<file path="config.mk">
export PLATFORM = sky130hd
export DESIGN_NAME = issue_scoreboard
export DESIGN_NICKNAME = d
export VERILOG_FILES = /design/src/rtl/issue_scoreboard.sv
export SDC_FILE = /design/constraint.sdc
export NUM_CORES = 1
export LEC_CHECK = 0
export ABC_AREA = 1
export CORE_AREA = 5 5 118 203
export CTS_BUF_LIST = sky130_fd_sc_hd__clkbuf_8
export CTS_CLUSTER_DIAMETER = 200
export DETAILED_ROUTE_END_ITERATION = 10
export DIE_AREA = 0 0 123 208
export GPL_TIMING_DRIVEN = 0
export PLACE_DENSITY = 0.7
export SLEW_MARGIN = 20
export SYNTH_ARGS = -nofsm -noshare
export SYNTH_HDL_FRONTEND = slang
export SYNTH_SLANG_ARGS = --single-unit
</file>
<file path="constraint.sdc">
create_clock -name clk -period 3.9 [get_ports clk]
set_input_delay 0.78 -clock clk [delete_from_list [all_inputs] [get_ports clk]]
set_output_delay 0.78 -clock clk [all_outputs]
set_load 0.005 [all_outputs]
</file>
<file path="src/rtl/issue_scoreboard.sv">
// In-order issue scoreboard: per-register pending-write counters, predicate counters and
// per-unit occupancy, producing a combinational stall/issue decision with zero latency.
module issue_scoreboard #(
  parameter int unsigned REG_BITS       = 4,
  parameter int unsigned PRED_REG_BITS  = 2,
  parameter int unsigned FUNC_UNIT_BITS = 3,
  parameter int unsigned CNT_BITS       = 2,
  parameter int unsigned WB_PORTS       = 2,
  parameter int unsigned UNIT_DEPTH     = 2,
  parameter logic [(2**FUNC_UNIT_BITS)-1:0] TRACKED_UNITS = 8'b0001_1010,
  parameter int unsigned ALLOW_WAW      = 0,
  parameter int unsigned WB_BYPASS      = 1
) (
  input  logic                              clk,
  input  logic                              reset,
  input  logic                              issue_valid,
  input  logic [PRED_REG_BITS-1:0]          pred_reg_addr,
  input  logic                              pred_reg_valid,
  input  logic [REG_BITS-1:0]               dest_reg_addr,
  input  logic                              dest_reg_valid,
  input  logic [REG_BITS-1:0]               reg_src1_addr,
  input  logic                              reg_src1_valid,
  input  logic [REG_BITS-1:0]               reg_src2_addr,
  input  logic                              reg_src2_valid,
  input  logic [PRED_REG_BITS-1:0]          dest_pred_addr,
  input  logic                              dest_pred_valid,
  input  logic [PRED_REG_BITS-1:0]          pred_src1_addr,
  input  logic                              pred_src1_valid,
  input  logic [PRED_REG_BITS-1:0]          pred_src2_addr,
  input  logic                              pred_src2_valid,
  input  logic [FUNC_UNIT_BITS-1:0]         func_unit,
  input  logic [WB_PORTS-1:0]               wr_reg,
  input  logic [WB_PORTS*REG_BITS-1:0]      wr_reg_addr,
  input  logic [WB_PORTS-1:0]               wr_pred,
  input  logic [WB_PORTS*PRED_REG_BITS-1:0] wr_pred_addr,
  input  logic [(2**FUNC_UNIT_BITS)-1:0]    free_unit,
  output logic                              stall,
  output logic                              issue_fire,
  output logic                              idle,
  output logic                              sb_error
);

  localparam int NREG  = 1 << REG_BITS;
  localparam int NPRED = 1 << PRED_REG_BITS;
  localparam int NFU   = 1 << FUNC_UNIT_BITS;
  localparam int CMAX  = (1 << CNT_BITS) - 1;

  logic [CNT_BITS-1:0] reg_cnt_q  [NREG];
  logic [CNT_BITS-1:0] reg_cnt_d  [NREG];
  logic [CNT_BITS-1:0] pred_cnt_q [NPRED];
  logic [CNT_BITS-1:0] pred_cnt_d [NPRED];
  logic [3:0]          unit_occ_q [NFU];
  logic [3:0]          unit_occ_d [NFU];

  int reg_dec  [NREG];
  int reg_eff  [NREG];
  int pred_dec [NPRED];
  int pred_eff [NPRED];

  logic idle_q, idle_d;
  logic err_q, err_evt;
  logic src_hazard, waw_hazard, unit_busy;

  // Count still outstanding once this cycle's writebacks are credited.
  function automatic int eff_count(input int cnt, input int dec);
    if (WB_BYPASS == 0) return cnt;
    return (dec >= cnt) ? 0 : cnt - dec;
  endfunction

  function automatic logic waw_block(input int cnt);
    return (ALLOW_WAW != 0) ? (cnt == CMAX) : (cnt != 0);
  endfunction

  // Decrements beyond the current count are dropped; an increment past lim is dropped.
  function automatic int count_next(input int cnt, input logic inc, input int dec,
                                    input int lim, output logic err);
    int taken;
    int res;
    err   = 1'b0;
    taken = dec;
    if (dec > cnt) begin
      taken = cnt;
      err   = 1'b1;
    end
    res = cnt - taken;
    if (inc) begin
      if (res + 1 > lim) err = 1'b1;
      else               res = res + 1;
    end
    return res;
  endfunction

  always_comb begin
    for (int r = 0; r < NREG; r++) begin
      reg_dec[r] = 0;
      for (int k = 0; k < WB_PORTS; k++) begin
        if (wr_reg[k] && (wr_reg_addr[k*REG_BITS +: REG_BITS] == REG_BITS'(r))) begin
          reg_dec[r] = reg_dec[r] + 1;
        end
      end
      reg_eff[r] = eff_count(int'(reg_cnt_q[r]), reg_dec[r]);
    end
    for (int p = 0; p < NPRED; p++) begin
      pred_dec[p] = 0;
      for (int k = 0; k < WB_PORTS; k++) begin
        if (wr_pred[k] && (wr_pred_addr[k*PRED_REG_BITS +: PRED_REG_BITS] == PRED_REG_BITS'(p)))
        begin
          pred_dec[p] = pred_dec[p] + 1;
        end
      end
      pred_eff[p] = eff_count(int'(pred_cnt_q[p]), pred_dec[p]);
    end
  end

  always_comb begin
    src_hazard = (reg_src1_valid  && (reg_eff[reg_src1_addr]   != 0)) ||
                 (reg_src2_valid  && (reg_eff[reg_src2_addr]   != 0)) ||
                 (pred_reg_valid  && (pred_eff[pred_reg_addr]  != 0)) ||
                 (pred_src1_valid && (pred_eff[pred_src1_addr] != 0)) ||
                 (pred_src2_valid && (pred_eff[pred_src2_addr] != 0));
    waw_hazard = (dest_reg_valid  && waw_block(int'(reg_cnt_q[dest_reg_addr]))) ||
                 (dest_pred_valid && waw_block(int'(pred_cnt_q[dest_pred_addr])));
    // A free pulse in the same cycle is not credited to the issuing instruction.
    unit_busy  = TRACKED_UNITS[func_unit] &&
                 (int'(unit_occ_q[func_unit]) == int'(UNIT_DEPTH));
    stall      = issue_valid && (src_hazard || waw_hazard || unit_busy);
    issue_fire = issue_valid && !stall;
  end

  always_comb begin
    int   nxt;
    logic e;
    nxt     = 0;
    e       = 1'b0;
    err_evt = 1'b0;
    idle_d  = 1'b1;
    for (int r = 0; r < NREG; r++) begin
      nxt = count_next(int'(reg_cnt_q[r]),
                       issue_fire && dest_reg_valid && (dest_reg_addr == REG_BITS'(r)),
                       reg_dec[r], CMAX, e);
      reg_cnt_d[r] = CNT_BITS'(nxt);
      err_evt      = err_evt | e;
      idle_d       = idle_d & (nxt == 0);
    end
    for (int p = 0; p < NPRED; p++) begin
      nxt = count_next(int'(pred_cnt_q[p]),
                       issue_fire && dest_pred_valid && (dest_pred_addr == PRED_REG_BITS'(p)),
                       pred_dec[p], CMAX, e);
      pred_cnt_d[p] = CNT_BITS'(nxt);
      err_evt       = err_evt | e;
      idle_d        = idle_d & (nxt == 0);
    end
    for (int u = 0; u < NFU; u++) begin
      if (TRACKED_UNITS[u]) begin
        nxt = count_next(int'(unit_occ_q[u]),
                         issue_fire && (func_unit == FUNC_UNIT_BITS'(u)),
                         free_unit[u] ? 1 : 0, int'(UNIT_DEPTH), e);
      end else begin
        nxt = 0;
        e   = 1'b0;
      end
      unit_occ_d[u] = 4'(nxt);
      err_evt       = err_evt | e;
      idle_d        = idle_d & (nxt == 0);
    end
  end

  always_ff @(posedge clk or posedge reset) begin
    if (reset) begin
      for (int r = 0; r < NREG; r++)  reg_cnt_q[r]  <= '0;
      for (int p = 0; p < NPRED; p++) pred_cnt_q[p] <= '0;
      for (int u = 0; u < NFU; u++)   unit_occ_q[u] <= '0;
      idle_q <= 1'b1;
      err_q  <= 1'b0;
    end else begin
      for (int r = 0; r < NREG; r++)  reg_cnt_q[r]  <= reg_cnt_d[r];
      for (int p = 0; p < NPRED; p++) pred_cnt_q[p] <= pred_cnt_d[p];
      for (int u = 0; u < NFU; u++)   unit_occ_q[u] <= unit_occ_d[u];
      idle_q <= idle_d;
      err_q  <= err_q | err_evt;
    end
  end

  assign idle     = idle_q;
  assign sb_error = err_q;

endmodule

</file>
* Word level (Yosys, flattened, before mapping)
Memory sizes are Yosys's and may differ from the RTL's.
Index checks and enable logic that the tools add are counted.
** Word-level totals
- Output and inout bits :: 4
- Bits of input ports :: 57
- Register bits :: 54
- Bits in read-only memories :: 8
- Word-level logic and storage cells :: 643
- Memories kept :: 1
** Memory list
- (no name shown) :: depth 8, bits a word 1, rd ports 1, clocked after memory_dff 0, write ports 0, line 124 : unit_busy = TRACKED_UNITS[func_unit] &&
** Cells by class
- Equal/unequal tests :: 58
- Reduce and logical (&&, ||, !) cells :: 119
- Order comparisons :: 75
- Bitwise operators :: 53
- Add/sub/neg operators :: 86
- Multiplexer cells :: 226
** Operators with widths (count)
- 32-bit 2-to-1 mux :: 116
- 32-bit by 2-bit adder with 32-bit output, second input constant :: 43
- 3-bit by 32-bit subtractor with 32-bit output :: 40
- 32-bit by 3-bit > comparator with 1-bit output, second input constant :: 23
- 32-bit logical NOT :: 23
- 32-bit by 3-bit greater-or-equal comparator with 1-bit output :: 20
- 32-bit by 3-bit > comparator with 1-bit output :: 20
- 32-bit binary-select mux with 4-bit select :: 2
- 32-bit binary-select mux with 2-bit select :: 3
- 32-bit nonzero test :: 5
- 4-bit == test, second input constant :: 24
- 5-bit by 32-bit subtractor with 32-bit output :: 3
- 1-bit 2-to-1 mux :: 93
- 1-bit logical AND :: 75
- 4-bit by 3-bit == test with 1-bit output, second input constant :: 13
- 4-bit by 2-bit == test with 1-bit output, second input constant :: 6
- 1-bit bitwise OR :: 23
- 1-bit bitwise AND :: 22
- 4-bit 2-to-1 mux :: 5
- 5-bit greater-or-equal comparator, second input constant :: 3
- 4-bit NOT with 5-bit output :: 3
- 4-bit binary-select mux with 3-bit select :: 1
- 2-bit == test, second input constant :: 6
- 4-bit by 1-bit == test with 1-bit output, second input constant :: 3
- 18 further kinds :: 42

* Logic depth before layout (Yosys ltp)
- Depth after elaboration :: 47
- Gate-level depth with buffers :: 31
- Gate-level depth less buffers :: 31

* Worst setup path before layout
OpenSTA, ideal clock, no wires.
- Path type :: input port to flip-flop
- Start point :: in wr_reg[1]
- End point :: reg idle_q (netlist: idle)
- Buffers on the path :: 0
- Stages on the path :: 26
- Arrival time :: 4242 ps
- Path slack :: -409 ps
- Cells stage by stage :: clkinv_1 nor3_1 ha_1 ha_1 inv_1 fa_1 o21ai_0 ha_1 inv_1 ha_1 ha_1 inv_1 ha_1 nand2_1 nor3_1 or2_2 xor2_1 nand4_1 nand2_1 nor2_1 nand2_1 nor2_1 nand3_1 nor2_1 nand2_1 nor2_1
** RTL lines
- start, declared :: line 32 : input logic [WB_PORTS-1:0] wr_reg,
- end signal, assigned :: line 179 : idle_q <= idle_d;
- end, declared :: line 60 : logic idle_q, idle_d;

==> impl_metrics.ini <==
[status]
outcome = complete, but fails checks
violations = negative setup slack

[global_route]
grt_pass1_vias = 11040
grt_max_degree = 33
grt_overflow = 0
grt_usage = 0.2761
antenna_found_initial = 1
grt_pass1_wl_um = 55060

[route]
wl_met2_um = 19680
met1Wirelength_um = 12070
viasPerCell = 5.393
ant_nets = 0
vias = 11350
routed.top_layer = met4
drt_drc_violations_left = 0
routedWlPerCell_um = 17.71
drt_iter0_markers = 785
wirelength_um = 37280
routed-wl-met3_um = 1960
drtPass1Iterations = 6

[placed_design]
portBuffers = 53
dp_hpwl_um = 28380
gp_congestion = 0.9816
dpl_cell_area_um2 = 11980
place_ws_ns = -2.438
placed_cells = 2017

[worst_setup_path]
critPathSlowestCell = fa_2
criticalPathCategory = input port to register
end_kind = register
arrival_ns = 4.68
critPathMaxStageDelay_ns = 0.38
cpLargestDelayFamily = adder cells
worst_ep_required_time_ns = 4.19
crit_cells = 29
reg2regPathDepth = 24
path_max_fanout = 4
cp_num_buf_inv = 6
critPathLaunchType = input port

[power_and_ir_drop]
power_density_nw_per_um2 = 578.8
combPwrFrac = 0.811
p_leak_nw = 7.211
vdd_ir_drop_max_v = 0.0002582
seqPwrFrac = 0.134
p_int_w = 0.003614
power.switching_w = 0.004571
p_clk_frac = 0.055
swShare = 0.5584

[sta]
period_minus_slack_ns = 4.394
finalCritPeriodShare = 1.127
finalHoldViolCount = 0
drv_slew = 0
max_freq_mhz = 227.6
relSlewSlack = 0.2945
worst_pin_slew_ns = 1.054
finalSetupViolations = 4
fin_skew_ns = 0.02296
fin_ws_ns = -0.4940
rsz0062_at_grt = yes

[floorplanning]
coreArea_um2 = 22070
ios = 61
rows = 72
start_util = 0.4899
die_h_um = 208
die-area_um2 = 25580
dieWidth_um = 123

[synth]
synth_top_family_by_area = adder cells
syn_area_um2 = 10810
synth.distinct_cells = 40
yosys.area_share.xor_xnor = 0.02337
async_flop_share = 1.000
yosys_warnings = 0
syn_inst = 1667
syn_nets = 2005
synth_seq_area_share = 0.1251
synth_simple_gate_area_frac = 0.3277
synth_top_area_share = 0.3020
ys_seq_elements = 54
synth-edff-count = 0
synth_mux_area_frac = 0.01018
synth.area.top_cells = ha_1, nand2_1, dfrtp_1
synth_ff_type = dfrtp_1
synth_compound_area_frac = 0.04883
synthAdderAreaFrac = 0.3390
synth_top_area_cell = ha_1
syn_area_per_cell_um2 = 6.486

[clocking]
cts_sinks = 54
h-tree-depth = 2
cts.path.max_buffers = 2
clk_pin_slew_ns = 0.13
numCtsBuffers = 5
cts_tree = yes
cts-root-buf = clkbuf_8
clk_latency_ns = 0.36

[finish]
drive_gt1_frac = 0.2334
multi_input_area_um2 = 9587
n_fill_cell = 1980
finalNonFillerCells = 2105
fin_util = 0.6407
final_common_cell = nand2_1
synthToLayoutAreaGrowth_pct = 30.78
regArea_um2 = 1353
fin_nets = 2145
finish.instance_area_um2 = 14140
mostFrequentLayoutCells = nand2_1, inv_1, ha_1

[min_path]
worst_hold_path_type = input port to async pin

[flow_run]
max_cap_viol_count = 0
[synthesized netlist by cell type (3+ instances only)]
| master | number |
|---|---|
| a21boi_0 | 3 |
| a21oi_1 | 4 |
| a31oi_1 | 4 |
| buf_2 | 4 |
| clkbuf_1 | 6 |
| clkinv_1 | 4 |
| dfrtp_1 | 53 |
| fa_1 | 20 |
| ha_1 | 261 |
| inv_1 | 333 |
| inv_2 | 10 |
| mux2i_1 | 11 |
| nand2_1 | 420 |
| nand3_1 | 150 |
| nand3b_1 | 4 |
| nand4_1 | 38 |
| nor2_1 | 173 |
| nor2_2 | 6 |
| nor3_1 | 23 |
| nor4_1 | 5 |
| o21ai_0 | 63 |
| o21ai_1 | 9 |
| o22ai_1 | 10 |
| or2_2 | 8 |
| xor2_1 | 25 |
[repair_timing]
| item | 4_1_cts | 5_1_grt |
|---|---|---|
| cloned | 1 | 1 |
| pin swaps | 105 | 63 |
| gates resized for setup | 290 | 179 |
| setup endpoints to repair | 56 | 46 |
| buffers inserted | 55 | 24 |
| hold buffers | 0 | 0 |
[worst paths after layout]
path	startpoint	to	slack, ns
setup reg to reg	reg_cnt_q[28]	idle	0.07
max in group asynchronous	reset	idle	2.56
hold / removal	reset	reg_cnt_q[25]	0.76
min in group clk	unit_occ_q[18]	unit_occ_q[18]	0.81
hold reg to reg	unit_occ_q[18]	unit_occ_q[18]	0.81
setup / recovery	wr_reg_addr[3]	idle	-0.49
[final cells by class]
type,count,share of cell area
antenna,1,0.0001770
buffer,11,0.009733
clock buffer,5,0.004866
clock inverter,3,0.003185
inverter,347,0.09565
multi-input combinational,1255,0.6779
sequential,54,0.09565
tap,296,0.02619
timing repair buffer,133,0.08662
[logic make-up (layout without fill, tap and decap cells)]
group	after synthesis	after routing
multiplexers	11	11
XOR/XNOR	28	28
buffers and inverters	359	499
AO/OA/AOI/OAI	98	98
flip-flops	54	54
other	0	1
AND/OR/NAND/NOR	836	837
adder cells (fa/ha/maj)	281	281
[power groups by stage]
stage	Combinational [W]	Clock (W)	Sequential, W
5_1_grt	0.00742	0.000463	0.00114
6_report	0.00664	0.000450	0.00110
4_1_cts	0.00607	0.000444	0.00109
3_3_place_gp	0.00519	0	0.00109
2_1_floorplan	0.00401	0	0.00103
3_5_place_dp	0.00534	0	0.00109
[worst reg2reg max path: stages, from the launching register on]
cell,delay (ns)
dfrtp_1,0.38
inv_1,0.18
ha_4,0.16
inv_1,0.05
fa_2,0.38
o21ai_2,0.16
ha_2,0.21
inv_2,0.05
ha_4,0.23
ha_1,0.19
inv_1,0.07
ha_1,0.23
nand2_2,0.09
nor3_4,0.04
or2_4,0.25
mux2i_1,0.14
nand3_1,0.09
nand2_1,0.08
nor2_1,0.11
nand2_1,0.10
nor2_2,0.16
nand3_1,0.11
nor2_1,0.10
nand2_1,0.11
nor2_1,0.10
[state kept, by name (all words and copies together), names as in the netlist]
signal	flops
idle	1
pred_cnt_q	8
reg_cnt_q	32
sb_error	1
unit_occ_q	12
[layer usage]
metal,vias to the layer above,global-route usage
met3,168,0.03424
met5,-,0
met4,0,0.2038
li1,5504,-
met2,416,0.5214
met1,5265,0.2620
[through the flow]
step / power [W] / hold slack (ns) / TNS (ns)
2_1_floorplan: 0.005033 / 0.6491 / -0.1600
3_3_place_gp: 0.006277 / 0.7138 / -75.13
3_5_place_dp: 0.006428 / 0.7127 / -79.18
4_1_cts: 0.007603 / 0.7675 / -1.331
5_1_grt: 0.009016 / 0.7980 / -2.648
6_report: 0.008185 / 0.7562 / -1.366
No activity file was read; power rests on OpenSTA's default activity.
